`src/rtl/pow_pkg.sv`:
```
// pow_pkg: shared FSM states, one-hot {g,e,l} comparator results and byte width for the PoW target check
package pow_pkg;
  localparam int BYTE_W = 8;
  typedef enum logic [1:0] {IDLE = 2'd0, COMPARE = 2'd1, DONE = 2'd2} state_t;
  localparam logic [2:0] GT = 3'b100;
  localparam logic [2:0] EQ = 3'b010;
  localparam logic [2:0] LT = 3'b001;
endpackage

```
`src/rtl/mag_cmp8.sv`:
```
// mag_cmp8: 8-bit magnitude comparator; a,b in, one-hot g (a>b), e (a==b), l (a<b) out
module mag_cmp8
  import pow_pkg::*;
(
  input  logic [BYTE_W-1:0] a,
  input  logic [BYTE_W-1:0] b,
  output logic              g,
  output logic              e,
  output logic              l
);
  always_comb {g, e, l} = a > b ? GT : a == b ? EQ : LT;
endmodule

```
`src/rtl/pow_target_check.sv`:
```
// pow_target_check: byte-serial MSB-first hash vs target compare; start/hash_in/target_in in, busy/done/gt/eq/lt/meets_target/bytes_cmp registered out
module pow_target_check
  import pow_pkg::*;
#(
  parameter int HASH_BYTES = 32,
  parameter bit INCLUSIVE  = 1'b0
) (
  input  logic                            clk,
  input  logic                            rst,
  input  logic                            start,
  input  logic [8*HASH_BYTES-1:0]         hash_in,
  input  logic [8*HASH_BYTES-1:0]         target_in,
  output logic                            busy,
  output logic                            done,
  output logic                            gt,
  output logic                            eq,
  output logic                            lt,
  output logic                            meets_target,
  output logic [$clog2(HASH_BYTES+1)-1:0] bytes_cmp
);
  localparam int IW = $clog2(HASH_BYTES + 1);
  localparam int W = 8 * HASH_BYTES;
  localparam logic [IW-1:0] LAST = IW'(HASH_BYTES - 1);
  state_t state;
  logic [W-1:0] hs, ts;
  logic [IW-1:0] idx;
  logic g, e, l;
  mag_cmp8 u_cmp (
    .a(hs[W-1 -: BYTE_W]),
    .b(ts[W-1 -: BYTE_W]),
    .g(g),
    .e(e),
    .l(l)
  );
  always_ff @(posedge clk or posedge rst) begin
    if (rst) begin
      state        <= IDLE;
      hs           <= '0;
      ts           <= '0;
      idx          <= '0;
      busy         <= 1'b0;
      done         <= 1'b0;
      gt           <= 1'b0;
      eq           <= 1'b0;
      lt           <= 1'b0;
      meets_target <= 1'b0;
      bytes_cmp    <= '0;
    end else begin
      case (state)
        IDLE: if (start) begin
          hs    <= hash_in;
          ts    <= target_in;
          idx   <= '0;
          busy  <= 1'b1;
          state <= COMPARE;
        end
        COMPARE: if (!e || idx == LAST) begin
          {gt, eq, lt} <= {g, e, l};
          meets_target <= l | (e & INCLUSIVE);
          bytes_cmp    <= idx + 1'b1;
          done         <= 1'b1;
          state        <= DONE;
        end else begin
          hs  <= hs << BYTE_W;
          ts  <= ts << BYTE_W;
          idx <= idx + 1'b1;
        end
        DONE: begin
          done  <= 1'b0;
          busy  <= 1'b0;
          state <= IDLE;
        end
        default: state <= IDLE;
      endcase
    end
  end
endmodule

```
`config.mk`:
```
export PLATFORM = sky130hd
export DESIGN_NAME = pow_target_check
export DESIGN_NICKNAME = d
export VERILOG_FILES = /design/src/rtl/pow_pkg.sv /design/src/rtl/mag_cmp8.sv /design/src/rtl/pow_target_check.sv
export SDC_FILE = /design/constraint.sdc
export NUM_CORES = 1
export LEC_CHECK = 0
export ABC_AREA = 0
export ABC_CLOCK_PERIOD_IN_PS = 23800
export CORE_AREA = 2 2 269 205
export DETAILED_ROUTE_END_ITERATION = 16
export DIE_AREA = 0 0 271 207
export DONT_BUFFER_PORTS = 1
export PLACE_DENSITY_LB_ADDON = 0.05
export SLEW_MARGIN = 10
export SYNTH_ARGS = -nofsm -noshare
export SYNTH_HDL_FRONTEND = slang
export SYNTH_SLANG_ARGS = --single-unit
```
`constraint.sdc`:
```
create_clock -name clk -period 23.8 [get_ports clk]
set_input_delay 5.95 -clock clk [delete_from_list [all_inputs] [get_ports clk]]
set_output_delay 5.95 -clock clk [all_outputs]
set_load 0.005 [all_outputs]
```
==> results by group, run 1 <==
Die
  – Rows: between 70 and 80
  – Die Width: approximately 270 um
  – Initial core utilization: 44.40%
  – Die height: slightly above 200 um
  – # IOs: 527
  – Core footprint: about 0.054 mm2
  – Die ar.: 0.05610 mm2

Outcome
  – Outcome: complete, no violations

Run
  – Maxcap violations: 0

Routing
  – Vias: 15.08k
  – DRT iter0 DRCs: 1613
  – Drt total wl: about 65000 um
  – Pre-antenna DRT Iters: 7
  – DRC: 0
  – WL/cell: roughly 26 um
  – Via density: about 5.9
  – Antenna-violating nets left: 0

Critical path
  – Crit path required time: approximately 24000 ps
  – Worst EP arrival: just under 9000 ps
  – Reg2Reg Launch Point: idx[0]$_DFFE_PP0P_
  – CP Class: in2reg
  – Crit start category: input port
  – Worst Path Max Fanout: 209
  – Crit path from: start
  – Critical path capture point type: flip-flop

GRT
  – Initial antenna violation count: between 50 and 60
  – Gr usage total: 22.91%
  – Largest net degree at the start of global routing: 267
  – Number of global-route vias before repair: approximately 15k
  – Global route overflow: 0
  – Global-route wire length before repair: ~100000 um

Synth
  – Mapped Nets: between 2k and 2.5k
  – Synth top area cells: dfrtp_1, o221a_2, nand2b_1
  – Synth warnings: 0
  – Seq/Total Area, Yosys: between 50% and 60%
  – Syn avg cell area: between 10 and 15 um2
  – Async set-reset flop share out of synthesis: 100.0%
  – Cell Area, Synth: about 0.024 mm2
  – Most used DFF post-synth: dfrtp_1
  – Synth Register Bits: between 500 and 600
  – Synthesized netlist cell count: roughly 1.8k
  – Yosys cell types: 46
  – Post-synth EDFFs: 0
  – Yosys top cell area share: between 50% and 60%
  – Synth area leader: dfrtp_1

Layout
  – P&R area growth vs syn: 8.474%
  – Fin util: roughly half
  – Post-Layout Cell Count: approximately 2.5k
  – Ratio of cells with drive above 1 in the final layout: 29.38%
  – Leading cell type in the layout, fill and taps excluded: dfrtp_1
  – Commonest non-fill, non-tap cells in the layout: dfrtp_1, nand2b_1, o221a_2, o221a_1, clkbuf_16
  – # nets final: 2260

Clocking
  – Clock transition at path regs: 60 ps
  – Clock latency on the worst-skew pair: slightly below 600 ps
  – Clock Path Buffers: 3
  – CTS tree: done
  – Hold-fix buffers, CTS: 0
  – H-Tree Depth: 2
  – TritonCTS Buffers: 53
  – CTS resizes: 0
  – Num Clock Sinks: 531
  – CTS root buf: clkbuf_16
  – Setup Buffers After CTS: 0

Timing
  – RSZ-0062 raised after global routing: no
  – Final setup violation count: 0
  – Tmin final: between 8000 and 9000 ps
  – Tcrit/Tclk final: 34.97%
  – Max Slew Vio Count: 0
  – Clock Skew: ~18 ps
  – Final hold vios: 0
  – PnR worst setup slack: approximately 15000 ps
  – Worst-margin pin slew: approximately 1300 ps
  – Setup tns final: 0 ps
  – Slew margin rel.: approximately an eighth
  – FMAX: between 100 and 150 MHz

Power
  – P per Cell Area: approximately 120 mW/mm2
  – Static leakage: 9.574 nW
  – Peak supply drop: 0.00006411 V

Placement
  – GP Congestion: between 0.7 and 0.8
  – IO buf count: 0
  – Hpwl dp: around 42000 um
  – Dpl cells: ~2.4k
  – Pre-CTS WS: about 15000 ps

Worst hold path
  – Type of the worst min-delay path: reg2reg
  – Hold Crit Start: ts[5]$_DFFE_PP0P_
-- path summary, 6_finish.rpt --
path / endpoint / slack (ps) / depth (start not counted)
hold reg to reg: ts[5]$_DFFE_PP0P_ / 530 / 2
hold / removal: ts[5]$_DFFE_PP0P_ / 530 / 2
setup reg to reg: ts[109]$_DFFE_PP0P_ / 19770 / 7
max in group asynchronous: hs[33]$_DFFE_PP0P_ / 15800 / 3
min in group asynchronous: ts[41]$_DFFE_PP0P_ / 5430 / 1
setup / recovery: ts[161]$_DFFE_PP0P_ / 15480 / 5
-- cell type report --
type                            count  area [um2]
Fill cell                        4746       27790
Sequential cell                   531       13290
Multi-Input combinational cell   1122        9519
Clock buffer                       75        1541
Tap cell                          722       903.4
Clock inverter                     24       251.5
Timing Repair Buffer               15       175.2
Antenna cell                       34       85.08
Inverter                           13       56.30
-- cells in the mapped netlist, types with 2 or more instances --
library cell,n
o221a_2,404
buf_6,33
nand2b_1,497
mux2_2,4
buf_4,3
mux2i_1,2
nor2_1,5
nor3_1,2
nor4_1,2
xnor2_1,2
and3_1,2
ha_1,9
buf_1,17
o221a_1,92
dfrtp_1,531
inv_1,13
nand4_1,2
nand3_1,4
o21ai_0,19
a21oi_1,10
buf_2,50
clkbuf_1,71
nand2_1,41
a22o_1,2
or2_2,2
-- critical path: stages --
cell and delay (ps):
or3b_2 690, o21ai_4 170, buf_4 740, buf_12 620, o221a_2 370
-- sequential cells by signal, indices dropped and copies added, names as in the netlist --
| register | cells |
|---|---|
| hs | 256 |
| ts | 256 |
| bytes_cmp | 6 |
| idx | 6 |
| state | 2 |
| busy | 1 |
| done | 1 |
| eq | 1 |
| gt | 1 |
| meets_target | 1 |
-- power breakdown --
group / internal [mW] / total, mW / switching [mW]
clock: 0.505 / 0.865 / 0.360
combinational: 0.368 / 0.643 / 0.275
sequential: 1.26 / 1.52 / 0.262
-- layer usage --
metal  share of wire [%]  track usage [%]  wire [um]  up-vias
li1                    -                -          -     6893
met1                  46            33.00      30020     7634
met2                  45            33.70      29480      413
met3                 6.9            6.793       4511      108
met4                 1.9            6.115       1217       30
met5                0.30                0        195        -
-- stage by stage --
step / hold WS [ps] / power [mW] / cell area, um2
after floorplan: 474.0 / 2.003 / 23800
after global placement: 519.2 / 2.154 / 23940
after detailed placement: 525.5 / 2.173 / 23940
after CTS: 538.1 / 3.062 / 25730
after global routing: 561.9 / 3.213 / 25770
final: 533.4 / 3.030 / 25820
-- cells by family (layout without fill, tap and decap cells) --
kind of cell / count (synthesis) / count (layout) / share of synthesized area [%]
flip-flops: 531 / 531 / 55.82
XOR/XNOR: 3 / 3 / 0.1104
AND/OR/NAND/NOR: 565 / 565 / 14.46
other: 0 / 34 / 0
adder cells (fa/ha/maj): 9 / 9 / 0.4731
AO/OA/AOI/OAI: 539 / 539 / 24.56
buffers and inverters: 187 / 127 / 4.300
multiplexers: 6 / 6 / 0.2733
No activity file was read; power rests on OpenSTA's default activity.
==> inputs of run 2 (changes only) <==
--- a/config.mk
+++ b/config.mk
@@ -6,7 +6,7 @@
 export NUM_CORES = 1
 export LEC_CHECK = 0
 export ABC_AREA = 0
-export ABC_CLOCK_PERIOD_IN_PS = 23800
+export ABC_CLOCK_PERIOD_IN_PS = 8400
 export CORE_AREA = 2 2 269 205
 export DETAILED_ROUTE_END_ITERATION = 16
 export DIE_AREA = 0 0 271 207
==> constraint.sdc (replaced) <==
create_clock -name clk -period 8.4 [get_ports clk]
set_input_delay 2.1 -clock clk [delete_from_list [all_inputs] [get_ports clk]]
set_output_delay 2.1 -clock clk [all_outputs]
set_load 0.005 [all_outputs]
==> results by group, run 2 (synthesis gave the netlist of run 1 again) <==
Critical path
  – Critical path capture point type: flip-flop (unchanged)
  – Worst Path Max Fanout: 177 (was 209)
  – Slowest CP cell: buf_4 (unchanged)
  – Crit-path cells: or3b_2, o21ai_4, buf_12, buf_4, o221a_1 (was or3b_2, o21ai_4, buf_4, buf_12, o221a_2)
  – CP peak stage delay: 840 ps (was 740 ps)
  – CP Class: in2reg (unchanged)
  – Crit path required time: 8910 ps (was 24330 ps)
  – Worst EP arrival: 4920 ps (was 8850 ps)
  – Buf+Inv Stages, Crit Path: 2 (unchanged)
  – Top cell family by delay on the critical path: buffers and inverters (unchanged)
  – R2R setup slack: 4590 ps (was 19770 ps)
  – Crit start category: input port (unchanged)

Die
  – Die Width: 271 um (unchanged)
  – Core footprint: 0.05361 mm2 (unchanged)
  – Rows: 74 (unchanged)
  – # IOs: 527 (unchanged)
  – Initial core utilization: 44.40% (unchanged)
  – Die ar.: 0.05610 mm2 (unchanged)
  – Die height: 207 um (unchanged)

Routing
  – DRT iter0 DRCs: 1525 (was 1613)
  – Via density: 6.042 (was 5.946)
  – Pre-antenna DRT Iters: 7 (unchanged)
  – Drt total wl: 65760 um (was 65420 um)
  – Vias: 15.32k (was 15.08k)
  – DRC: 0 (unchanged)
  – WL/cell: 25.94 um (was 25.80 um)
  – Antenna-violating nets left: 0 (unchanged)

GRT
  – Gr usage total: 23.06% (was 22.91%)
  – Global-route wire length before repair: 100900 um (was 99950 um)
  – Initial antenna violation count: 57 (was 58)
  – Largest net degree at the start of global routing: 232 (was 267)
  – Global route overflow: 0 (unchanged)
  – Number of global-route vias before repair: 15.75k (was 15.38k)

Outcome
  – Outcome: complete, no violations (unchanged)

Clocking
  – CTS root buf: clkbuf_16 (unchanged)
  – CTS resizes: 0 (unchanged)
  – CTS tree: done (unchanged)
  – TritonCTS Buffers: 54 (was 53)
  – Setup Buffers After CTS: 0 (unchanged)
  – Num Clock Sinks: 531 (unchanged)
  – H-Tree Depth: 2 (unchanged)
  – Clock latency on the worst-skew pair: 600 ps (was 590 ps)
  – Clock transition at path regs: 60 ps (about the same)
  – Hold-fix buffers, CTS: 0 (unchanged)
  – Clock Path Buffers: 3 (unchanged)

Placement
  – Dpl cells: 2403 (unchanged)
  – GP Congestion: 0.8420 (was 0.7833)
  – IO buf count: 0 (unchanged)
  – Hpwl dp: 42580 um (was 42390 um)
  – Pre-CTS WS: 3421 ps (was 14940 ps)

Worst hold path
  – Type of the worst min-delay path: reg2reg (unchanged)

Layout
  – Biggest regs: hs: 256 flops, ts: 256 flops (unchanged)
  – Leading cell type in the layout, fill and taps excluded: dfrtp_1 (unchanged)
  – Commonest non-fill, non-tap cells in the layout: dfrtp_1, nand2b_1, o221a_2, o221a_1, clkbuf_16 (unchanged)
  – # nets final: 2261 (was 2260)
  – P&R area growth vs syn: 8.689% (was 8.474%)
  – Fill count: 4769 (was 4746)
  – Ratio of cells with drive above 1 in the final layout: 29.41% (was 29.38%)
  – Post-Layout Cell Count: 2535 (was 2536)

Timing
  – FMAX: between 200 and 250 MHz
  – Slew margin rel.: 16.01% (was 11.91%)
  – Final hold vios: 0 (unchanged)
  – RSZ-0062 raised after global routing: no (unchanged)
  – Worst hold margin: 531.9 ps (was 533.4 ps)
  – PnR worst setup slack: 3997 ps (was 15480 ps)
  – Worst-margin pin slew: 1260 ps (was 1321 ps)
  – Tmin final: around 4400 ps
  – Final setup violation count: 0 (unchanged)
  – Tcrit/Tclk final: a little over half
  – Max Slew Vio Count: 0 (unchanged)
  – Clock Skew: 22.21 ps (was 18.46 ps)

Run
  – Maxcap violations: 0 (unchanged)

Power
  – P per Cell Area: 331.7 mW/mm2 (was 117.3 mW/mm2)
  – Peak supply drop: 0.0001721 V (was 0.00006411 V)
  – Static leakage: 9.599 nW (was 9.574 nW)
-- run 2: changes by cell type in the layout (fill, tap and decap cells not counted), moves of 2 or more --
cell / before / now
bufinv_16: 5 / 1
diode_2: 34 / 31
clkbuf_8: 9 / 18
clkbuf_16: 55 / 57
clkinv_2: 17 / 12
buf_4: 10 / 7
buf_12: 5 / 8
-- run 2: where the power goes --
group          internal (mW)  switching, mW
Clock                   1.43           1.02
Sequential              3.57          0.740
Combinational           1.05          0.781
-- run 2: final timing paths --
check	start	endpoint	cells past startpoint
max	start	ts[25]$_DFFE_PP0P_	5
min	idx[0]$_DFFE_PP0P_	idx[0]$_DFFE_PP0P_	1
max reg2reg	ts[254]$_DFFE_PP0P_	hs[132]$_DFFE_PP0P_	7
min reg2reg	idx[0]$_DFFE_PP0P_	idx[0]$_DFFE_PP0P_	1
max in group asynchronous	rst	hs[209]$_DFFE_PP0P_	3
min in group asynchronous	rst	hs[203]$_DFFE_PP0P_	1
-- run 2: cell type report --
class	instances	area (um2)	area share, %
Antenna cell	31	77.57	0.2998
Clock buffer	87	1719	6.645
Clock inverter	14	98.84	0.3821
Inverter	13	52.55	0.2031
Multi-Input combinational cell	1122	9519	36.79
Sequential cell	531	13290	51.36
Tap cell	722	903.4	3.492
Timing Repair Buffer	15	212.7	0.8222
-- run 2: metrics by stage --
stage	utilization (%)	power, mW	setup TNS, ps	instance area (um2)
floorplan	-	5.678	-487510	23810
global placement	44.72	6.107	0	23980
detailed placement	44.72	6.161	0	23980
CTS	48.11	8.667	0	25790
global route	48.19	9.098	0	25830
finish	48.26	8.582	0	25870
-- run 2: routing by layer --
| metal | share of wire [%] | wire, um | track usage, % |
|---|---|---|---|
| met4 | 2.0 | 1322 | 5.677 |
| met5 | 0.27 | 179 | 0 |
| met3 | 6.6 | 4353 | 6.585 |
| met2 | 45 | 29680 | 34.56 |
| met1 | 46 | 30220 | 33.01 |
